**src/rtl/mem_arbiter_if.sv**
```systemverilog
// Bus bundle for mem_arbiter: instruction port, data port and the shared memory handshake.
// The arbiter takes the slave view; the requesters and memory model take the master view.
interface mem_arbiter_if #(
    parameter int ADDR_W = 32,
    parameter int DATA_W = 32
);
    logic              i_req;
    logic [ADDR_W-1:0] i_addr;
    logic              i_ack;
    logic [DATA_W-1:0] i_rdata;
    logic              i_err;

    logic              d_req;
    logic              d_we;
    logic [ADDR_W-1:0] d_addr;
    logic [DATA_W-1:0] d_wdata;
    logic              d_ack;
    logic [DATA_W-1:0] d_rdata;
    logic              d_err;

    logic              mem_req;
    logic              mem_we;
    logic [ADDR_W-1:0] mem_addr;
    logic [DATA_W-1:0] mem_wdata;
    logic              mem_ready;
    logic [DATA_W-1:0] mem_rdata;

    logic              busy;

    modport slave (
        input  i_req, i_addr, d_req, d_we, d_addr, d_wdata, mem_ready, mem_rdata,
        output i_ack, i_rdata, i_err, d_ack, d_rdata, d_err,
               mem_req, mem_we, mem_addr, mem_wdata, busy
    );

    modport master (
        output i_req, i_addr, d_req, d_we, d_addr, d_wdata, mem_ready, mem_rdata,
        input  i_ack, i_rdata, i_err, d_ack, d_rdata, d_err,
               mem_req, mem_we, mem_addr, mem_wdata, busy
    );
endinterface

```
**src/rtl/mem_arbiter.sv**
```systemverilog
// Shares one backing memory between the I-fetch refill port and the D load/store port.
// D wins ties unless it won the previous grant; a watchdog aborts stalled transactions.
module mem_arbiter #(
    parameter int ADDR_W  = 32,
    parameter int DATA_W  = 32,
    parameter int TIMEOUT = 15
) (
    input  logic           clk,
    input  logic           rst,
    mem_arbiter_if.slave   bus
);
    localparam int WD_W = $clog2(TIMEOUT + 1);
    localparam logic [WD_W-1:0] WD_LAST = WD_W'(TIMEOUT - 1);

    typedef enum logic [1:0] {
        ST_IDLE = 2'd0,
        ST_BUSY = 2'd1,
        ST_DONE = 2'd2
    } state_t;

    state_t            state_q, state_d;
    logic              owner_is_d_q, owner_is_d_d;
    logic              last_is_d_q, last_is_d_d;
    logic [WD_W-1:0]   wd_q, wd_d;
    logic              mem_we_q, mem_we_d;
    logic [ADDR_W-1:0] mem_addr_q, mem_addr_d;
    logic [DATA_W-1:0] mem_wdata_q, mem_wdata_d;
    logic [DATA_W-1:0] i_rdata_q, i_rdata_d;
    logic              i_err_q, i_err_d;
    logic [DATA_W-1:0] d_rdata_q, d_rdata_d;
    logic              d_err_q, d_err_d;
    logic              pick_d;

    always_ff @(posedge clk) begin
        if (rst) begin
            state_q      <= ST_IDLE;
            owner_is_d_q <= 1'b0;
            last_is_d_q  <= 1'b0;
            wd_q         <= '0;
            mem_we_q     <= 1'b0;
            mem_addr_q   <= '0;
            mem_wdata_q  <= '0;
            i_rdata_q    <= '0;
            i_err_q      <= 1'b0;
            d_rdata_q    <= '0;
            d_err_q      <= 1'b0;
        end else begin
            state_q      <= state_d;
            owner_is_d_q <= owner_is_d_d;
            last_is_d_q  <= last_is_d_d;
            wd_q         <= wd_d;
            mem_we_q     <= mem_we_d;
            mem_addr_q   <= mem_addr_d;
            mem_wdata_q  <= mem_wdata_d;
            i_rdata_q    <= i_rdata_d;
            i_err_q      <= i_err_d;
            d_rdata_q    <= d_rdata_d;
            d_err_q      <= d_err_d;
        end
    end

    always_comb begin
        state_d      = state_q;
        owner_is_d_d = owner_is_d_q;
        last_is_d_d  = last_is_d_q;
        wd_d         = wd_q;
        mem_we_d     = mem_we_q;
        mem_addr_d   = mem_addr_q;
        mem_wdata_d  = mem_wdata_q;
        i_rdata_d    = i_rdata_q;
        i_err_d      = i_err_q;
        d_rdata_d    = d_rdata_q;
        d_err_d      = d_err_q;
        // D takes a tie only when it did not win the previous grant
        pick_d       = bus.d_req && (!bus.i_req || !last_is_d_q);

        case (state_q)
            ST_IDLE: begin
                if (bus.i_req || bus.d_req) begin
                    owner_is_d_d = pick_d;
                    last_is_d_d  = pick_d;
                    wd_d         = '0;
                    mem_we_d     = pick_d && bus.d_we;
                    mem_addr_d   = pick_d ? bus.d_addr : bus.i_addr;
                    mem_wdata_d  = pick_d ? bus.d_wdata : '0;
                    state_d      = ST_BUSY;
                end
            end
            ST_BUSY: begin
                if (bus.mem_ready) begin
                    state_d = ST_DONE;
                    if (owner_is_d_q) begin
                        if (!mem_we_q) d_rdata_d = bus.mem_rdata;
                        d_err_d = 1'b0;
                    end else begin
                        i_rdata_d = bus.mem_rdata;
                        i_err_d   = 1'b0;
                    end
                end else if (wd_q == WD_LAST) begin
                    // watchdog expiry: complete with zero data and the error flag
                    state_d = ST_DONE;
                    if (owner_is_d_q) begin
                        d_rdata_d = '0;
                        d_err_d   = 1'b1;
                    end else begin
                        i_rdata_d = '0;
                        i_err_d   = 1'b1;
                    end
                end else begin
                    wd_d = wd_q + WD_W'(1);
                end
            end
            ST_DONE: state_d = ST_IDLE;
            default: state_d = ST_IDLE;
        endcase
    end

    assign bus.mem_req   = (state_q == ST_BUSY);
    assign bus.mem_we    = mem_we_q;
    assign bus.mem_addr  = mem_addr_q;
    assign bus.mem_wdata = mem_wdata_q;
    assign bus.i_ack     = (state_q == ST_DONE) && !owner_is_d_q;
    assign bus.d_ack     = (state_q == ST_DONE) && owner_is_d_q;
    assign bus.i_rdata   = i_rdata_q;
    assign bus.i_err     = i_err_q;
    assign bus.d_rdata   = d_rdata_q;
    assign bus.d_err     = d_err_q;
    assign bus.busy      = (state_q != ST_IDLE);

endmodule

```
**src/flat_wrapper.sv**
```systemverilog
// flat-port wrapper written by rule: the top's interface ports become plain ports
module mem_arbiter_flat 
#(
    parameter int ADDR_W  = 32,
    parameter int DATA_W  = 32,
    parameter int TIMEOUT = 15
)
  (clk, rst, bus_i_req, bus_i_addr, bus_d_req, bus_d_we, bus_d_addr, bus_d_wdata, bus_mem_ready, bus_mem_rdata, bus_i_ack, bus_i_rdata, bus_i_err, bus_d_ack, bus_d_rdata, bus_d_err, bus_mem_req, bus_mem_we, bus_mem_addr, bus_mem_wdata, bus_busy);
  mem_arbiter_if #(.ADDR_W(ADDR_W), .DATA_W(DATA_W)) bus_i ();
  input  logic clk;
  input  logic rst;
  input wire logic [$bits(bus_i.i_req)-1:0] bus_i_req;
  input wire logic [$bits(bus_i.i_addr)-1:0] bus_i_addr;
  input wire logic [$bits(bus_i.d_req)-1:0] bus_d_req;
  input wire logic [$bits(bus_i.d_we)-1:0] bus_d_we;
  input wire logic [$bits(bus_i.d_addr)-1:0] bus_d_addr;
  input wire logic [$bits(bus_i.d_wdata)-1:0] bus_d_wdata;
  input wire logic [$bits(bus_i.mem_ready)-1:0] bus_mem_ready;
  input wire logic [$bits(bus_i.mem_rdata)-1:0] bus_mem_rdata;
  output wire logic [$bits(bus_i.i_ack)-1:0] bus_i_ack;
  output wire logic [$bits(bus_i.i_rdata)-1:0] bus_i_rdata;
  output wire logic [$bits(bus_i.i_err)-1:0] bus_i_err;
  output wire logic [$bits(bus_i.d_ack)-1:0] bus_d_ack;
  output wire logic [$bits(bus_i.d_rdata)-1:0] bus_d_rdata;
  output wire logic [$bits(bus_i.d_err)-1:0] bus_d_err;
  output wire logic [$bits(bus_i.mem_req)-1:0] bus_mem_req;
  output wire logic [$bits(bus_i.mem_we)-1:0] bus_mem_we;
  output wire logic [$bits(bus_i.mem_addr)-1:0] bus_mem_addr;
  output wire logic [$bits(bus_i.mem_wdata)-1:0] bus_mem_wdata;
  output wire logic [$bits(bus_i.busy)-1:0] bus_busy;
  assign bus_i.i_req = bus_i_req;
  assign bus_i.i_addr = bus_i_addr;
  assign bus_i.d_req = bus_d_req;
  assign bus_i.d_we = bus_d_we;
  assign bus_i.d_addr = bus_d_addr;
  assign bus_i.d_wdata = bus_d_wdata;
  assign bus_i.mem_ready = bus_mem_ready;
  assign bus_i.mem_rdata = bus_mem_rdata;
  assign bus_i_ack = bus_i.i_ack;
  assign bus_i_rdata = bus_i.i_rdata;
  assign bus_i_err = bus_i.i_err;
  assign bus_d_ack = bus_i.d_ack;
  assign bus_d_rdata = bus_i.d_rdata;
  assign bus_d_err = bus_i.d_err;
  assign bus_mem_req = bus_i.mem_req;
  assign bus_mem_we = bus_i.mem_we;
  assign bus_mem_addr = bus_i.mem_addr;
  assign bus_mem_wdata = bus_i.mem_wdata;
  assign bus_busy = bus_i.busy;
  mem_arbiter #(.ADDR_W(ADDR_W), .DATA_W(DATA_W), .TIMEOUT(TIMEOUT)) u_core (.clk(clk), .rst(rst), .bus(bus_i));
endmodule
```
**config.mk**
```make
export PLATFORM = sky130hd
export DESIGN_NAME = mem_arbiter_flat
export DESIGN_NICKNAME = d
export VERILOG_FILES = /design/src/rtl/mem_arbiter_if.sv /design/src/rtl/mem_arbiter.sv /design/src/flat_wrapper.sv
export SDC_FILE = /design/constraint.sdc
export NUM_CORES = 1
export LEC_CHECK = 0
export CORE_UTILIZATION = 42
export DETAILED_ROUTE_END_ITERATION = 8
export PLACE_DENSITY = 0.89
export REMOVE_ABC_BUFFERS = 1
export SETUP_SLACK_MARGIN = 0.15
export SYNTH_ARGS = -nofsm -noshare
export SYNTH_HDL_FRONTEND = slang
export SYNTH_SLANG_ARGS = --single-unit
```
**constraint.sdc**
```tcl
create_clock -name clk -period 2.3 [get_ports clk]
set_input_delay 0.23 -clock clk [delete_from_list [all_inputs] [get_ports clk]]
set_output_delay 0.23 -clock clk [all_outputs]
set_load 0.02 [all_outputs]
```
### Yosys cells after proc, flatten, opt, wreduce, memory -nomap -nowiden

Index checks and enable logic that the tools add are counted.

| storage, ports and cells | value |
|---|---|
| register bits after elaboration | 138 |

| operators by class | value |
|---|---|
| muxes and demuxes | 27 |
| bitwise logic cells | 1 |
| equality and inequality tests | 8 |
| add/subtract/negate cells | 1 |
| reductions and logical operators | 18 |

Operators with widths:

| kind | number |
|---|---|
| 2-to-1 mux 32 bit | 11 |
| 2-to-1 mux 4 bit | 3 |
| 2-to-1 mux 1 bit | 8 |
| one-hot mux 4 bit (2 select lines) | 1 |
| AND reduction 4 bit | 2 |
| 2-to-1 mux 2 bit | 3 |
| != test 2 bit, second input constant | 3 |
| AND reduction 3 bit | 2 |
| nonzero test 2 bit | 3 |
| adder 4 x 1 -> 4 bit, second input constant | 1 |
| equality test 4 bit, second input constant | 1 |
| logical AND 1 bit | 4 |
| one-hot mux 2 bit (2 select lines) | 1 |
| AND reduction 2 bit | 2 |
| != test 3 x 2 -> 1 bit, second input constant | 1 |
| equality test 2 x 1 -> 1 bit, second input constant | 1 |
| equality test 2 bit, second input constant | 1 |
| zero test 1 bit | 2 |
| zero test 2 bit | 1 |
| logical OR 1 bit | 2 |
| != test 2 x 1 -> 1 bit, second input constant | 1 |
| inverter 1 bit | 1 |

### Depth between registers and ports, before layout

Gate-level depths: netlist of the first run.

| logic depth | value |
|---|---|
| depth after elaboration | 4 |
| depth in mapped cells | 7 |

### Worst setup path before layout of the first run

No wires, ideal clock.

| timing | value |
|---|---|
| path kind | register to register |
| start | register u_core.wd_q[0] |
| end | register u_core.i_rdata_q[0] (netlist: u_core.bus.i_rdata[0]) |
| buffers on the path | 2 |
| cell stages (with the launch flop) | 8 |
| data required time | 2.228 ns |
| period minus slack after synthesis | 1.595 ns |
| setup time | 0.072 ns |
| slack | 0.705 ns |
| arrival | 1.524 ns |
| path through | dfxtp_1 > inv_1 > ha_1 > a31o_2 > nand3b_1 > buf_2 > buf_2 > mux2i_1 |

| on the way | value |
|---|---|
| cells in the longest elaborated chain, start to end | 3 |

Ends and longest elaborated chain:

| what | line | text |
|---|---|---|
| start: declaration | mem_arbiter.sv:24 | `logic [WD_W-1:0] wd_q, wd_d;` |
| start signal: assignment | mem_arbiter.sv:51 | `wd_q <= wd_d;` |
| equality test 4 bit | mem_arbiter.sv:99 | `end else if (wd_q == WD_LAST) begin` |
| nonzero test 2 bit (no line) | n/a |  |
| AND reduction 3 bit (no line) | n/a |  |
| end signal: assignment | mem_arbiter.sv:55 | `i_rdata_q <= i_rdata_d;` |
| end: declaration | mem_arbiter.sv:28 | `logic [DATA_W-1:0] i_rdata_q, i_rdata_d;` |

No other way between the ends.
A chain may end at the register's enable or synchronous reset.

### Final worst setup path of the first run

| timing | value |
|---|---|
| start | register u_core.owner_is_d_q |
| end | output port bus_d_ack |

| on the way | value |
|---|---|
| cells in the longest elaborated chain, start to end | 1 |

Ends and longest elaborated chain:

| what | line | text |
|---|---|---|
| start: declaration | mem_arbiter.sv:22 | `logic owner_is_d_q, owner_is_d_d;` |
| start signal: assignment | mem_arbiter.sv:49 | `owner_is_d_q <= owner_is_d_d;` |
| logical AND 1 bit | mem_arbiter.sv:123 | `assign bus.d_ack = (state_q == ST_DONE) && owner_is_d_q;` |
| end: declaration | flat_wrapper.sv:23 | `output wire logic [$bits(bus_i.d_ack)-1:0] bus_d_ack;` |

No other way between the ends.

==> flow_metrics.env, run 1 <==
export IMPL_period_share=0.874
export IMPL_synth_adder_area_share=0.00424
export IMPL_finalNetCount=978
export IMPL_cpMaxStageDelayCell="clkdlybuf4s50_1"
export IMPL_fill_cells=1013
export IMPL_start_util=0.439
export IMPL_syn_area_sq_mm=0.00590
export IMPL_wire_per_inst_microns=16.9
export IMPL_timing_critical_path_fanout_max=10
export IMPL_synth_top_cell_area_share=0.468
export IMPL_synth_area_mux_share=0.163
export IMPL_hold_viol=0
export IMPL_grt_pass1_vias=5395
export IMPL_clkLatencyLatePin_ps=420
export IMPL_multi_input_area_sq_mm=0.00285
export IMPL_finClkSkew_ps=7.98
export IMPL_ys_flop_type="dfxtp_1"
export IMPL_drc_errors=0
export IMPL_setup_ws_ps=289
export IMPL_netlist_top_cells_count="dfxtp_1 (138), mux2i_1 (96), a21oi_1 (68), nand2b_1 (64), clkbuf_1 (44)"
export IMPL_maxCapViolations=0
export IMPL_r2r_end="u_core.bus.mem_addr[5]$_SDFFE_PP0P_"
export IMPL_hold_start="bus_d_wdata[13]"
export IMPL_cts_inserted_buffers=17
export IMPL_ant_nets=0
export IMPL_cts_tree="done"
export IMPL_netlist_instances=605
export IMPL_hold_path_end="u_core.bus.mem_wdata[13]$_SDFFE_PP0P_"
export IMPL_drtPass1Iterations=6
export IMPL_worst_slew_pin_slew_ps=695
export IMPL_ir_drop_uv=435
export IMPL_viasPerCell=5.35
export IMPL_synth_cell_types=32
export IMPL_dpl_hpwl_mm=11.7
export IMPL_area_sequential_sq_mm=0.00276
export IMPL_setup_viol_count_final=0
export IMPL_yosys_area_share_simple=0.169
export IMPL_grt_usage=0.239
export IMPL_clock_sinks=138
export IMPL_critPathTopFamily="buffers and inverters"
export IMPL_portBuffers=268
export IMPL_grt_pass1_wl_mm=26.9
export IMPL_synth_top_family_by_area="simple AND/OR/NAND/NOR gates"
export IMPL_hold_class="primary input to register"
export IMPL_r2r_setup_slack_ps=500
export IMPL_grt_overflow=0
export IMPL_crit_path_start="u_core.owner_is_d_q$_SDFFE_PP0P_"
export IMPL_synthTopCellsByArea="dfxtp_1 (47%), mux2i_1 (16%), nand2b_1 (6.8%)"
export IMPL_rows=42
export IMPL_dp_slack_ps=319
export IMPL_utilization=0.693
export IMPL_dr_wl_met3_mm=1.36
export IMPL_slowest_delay_ps=610
export IMPL_crit_arrival_ps=1780
export IMPL_synth_edf_count=0
export IMPL_synth_most_common_cell="dfxtp_1"
export IMPL_synth_xor_area_frac=0
export IMPL_die_x_microns=121
export IMPL_ys_seq_elements=138
export IMPL_htree_levels=4
export IMPL_rsz0062_at_grt="no"
export IMPL_r2r_cells=6
export IMPL_post_cts_buffers=0
export IMPL_placed_area_sq_mm=0.00871
export IMPL_drt_iter0_drc=252
export IMPL_coreArea_sq_mm=0.0135
export IMPL_yosysSeqAreaShare=0.468
export IMPL_status="completed"
export IMPL_end_kind="output pin"
export IMPL_clockBufferDepth=2
export IMPL_clk_pin_slew_worst_paths_ps=60
export IMPL_worstPathCellList="and3b_1 -> clkdlybuf4s50_1"
export IMPL_postSynth_asyncResetShare=0
export IMPL_cp_start_kind="register"
export IMPL_final_cell_area_sq_mm=0.00932
export IMPL_synth_avg_cell_area_sq_um=9.75
export IMPL_reg2reg_from="u_core.state_q[1]$_SDFFE_PP0P_"
export IMPL_synth_compound_area_frac=0.144
export IMPL_min_period_ps=2010
export IMPL_io_pins=269
export IMPL_slew_headroom=0.537
export IMPL_cts_root_buf="clkbuf_16"
export IMPL_wl_met1_mm=7.04
export IMPL_die_y_microns=121
export IMPL_powerDensity_mw_per_mm2=714
export IMPL_diodes=0
export IMPL_area_growth_pct=57.9
export IMPL_max_freq_mhz=497
export IMPL_p_leak_nw=3.72
export IMPL_critPathKind="register to output pin"
export IMPL_drive_gt1_frac=0.0586
export IMPL_grt_max_degree=87
export IMPL_gp_congestion=0.794
export IMPL_path_buf_inv=1
export IMPL_drv_slew=0
export IMPL_yosysWarnings=0
export IMPL_required_ps=2070
export IMPL_die_area_sq_mm=0.0145
export IMPL_top_layer="met4"
export IMPL_synth_largest_area_cell="dfxtp_1"
export IMPL_met2_length_mm=8.62
export IMPL_vias=5505
export IMPL_wirelength_mm=17.4
export IMPL_hold_path_depth=3
export IMPL_antenna_found_initial=0
==> logic make-up after synthesis <==
kind of cell / after synthesis
flip-flops: 138
adder cells (fa/ha/maj): 2
AND/OR/NAND/NOR: 154
multiplexers: 96
buffers and inverters: 69
AO/OA/AOI/OAI: 146
==> how the worst max path moves through the flow <==
stage                                                to  slack (ps)  depth (start not counted)
floorplan           u_core.bus.mem_addr[0]$_SDFFE_PP0P_       -2560                          4
global placement            u_core.wd_q[2]$_SDFFE_PP0P_         360                          4
detailed placement          u_core.wd_q[2]$_SDFFE_PP0P_         320                          4
CTS                                            bus_busy         150                          3
global route                                  bus_d_ack         200                          2
finish                                        bus_d_ack         290                          2
==> sequential cells by signal, indices dropped and copies added, names as in the netlist <==
| signal | count |
|---|---|
| u_core.bus.mem_wdata | 32 |
| u_core.bus.i_rdata | 32 |
| u_core.bus.mem_we | 1 |
| u_core.bus.i_err | 1 |
| u_core.bus.d_rdata | 32 |
| u_core.state_q | 2 |
| u_core.wd_q | 4 |
| u_core.bus.d_err | 1 |
| u_core.bus.mem_addr | 32 |
| u_core.owner_is_d_q | 1 |
==> layer usage <==
layer | global-route usage | vias to the layer above
met5 | 0 | -
met4 | 0.0972 | 0
met3 | 0.0858 | 28
met2 | 0.416 | 216
met1 | 0.265 | 2595
li1 | - | 2666
==> metrics by stage <==
| stage | TNS, ps | power, mW | hold slack [ps] | cells |
|---|---|---|---|---|
| finish | 0 | 6.65 | 378 | 1029 |
| global placement | 0 | 3.85 | 438 | 999 |
| detailed placement | 0 | 3.87 | 443 | 999 |
| floorplan | -175450 | 3.18 | 299 | 539 |
| global route | 0 | 6.89 | 380 | 1029 |
| CTS | 0 | 6.71 | 356 | 1029 |
==> final cells by class <==
cell class / instances / area share
clock buffers: 22 / 0.0498
multi-input cells: 398 / 0.306
inverters: 3 / 0.00121
well taps: 176 / 0.0236
flip-flops and latches: 138 / 0.297
clock inverters: 8 / 0.0154
repair buffers: 284 / 0.308
==> cell usage in the layout, fill, tap and decap left out, types with 2 or more instances in the layout <==
cell and count:
nand3b_1 34, o21ai_0 4, or3_1 3, nor2b_1 2, nand3_1 3, buf_12 5, nand2b_1 64, and3b_1 2
nor2_2 2, clkinv_2 3, nand4_1 34, a31oi_1 3, mux2i_1 96, o21ai_1 30, a211oi_1 33, or3b_1 2
a21oi_1 68, clkbuf_16 17, ha_1 2, bufinv_16 4, inv_1 2, clkbuf_1 3, nand2_1 3, clkbuf_8 2
dfxtp_1 138, o221ai_1 4, clkdlybuf4s50_1 266, buf_4 12
==> repair_timing <==
action                     in CTS  in global routing
resized for setup               0                  1
hold buffers                    0                  0
setup endpoints to repair       0                  1
==> power by group <==
part	internal [mW]	switching [mW]
registers	2.52	0.0722
clock network	1.86	0.975
logic	0.623	0.603
total	5.00	1.65
==> worst register-to-register path, cell delays in order, from the launching register on <==
cell and delay [ps]:
dfxtp_1 440, nor2_4 70, inv_2 280, buf_4 340, nor2_2 60, buf_4 250
a211oi_1 270
No activity file was read; power rests on OpenSTA's default activity.
==> run 2, diff against run 1 <==
--- a/config.mk
+++ b/config.mk
@@ -5,6 +5,7 @@
 export SDC_FILE = /design/constraint.sdc
 export NUM_CORES = 1
 export LEC_CHECK = 0
+export CAP_MARGIN = 20
 export CORE_UTILIZATION = 42
 export DETAILED_ROUTE_END_ITERATION = 8
 export PLACE_DENSITY = 0.89
==> results of run 2 <==
No change in the layout: final DEF, timing and power equal those of run 1.
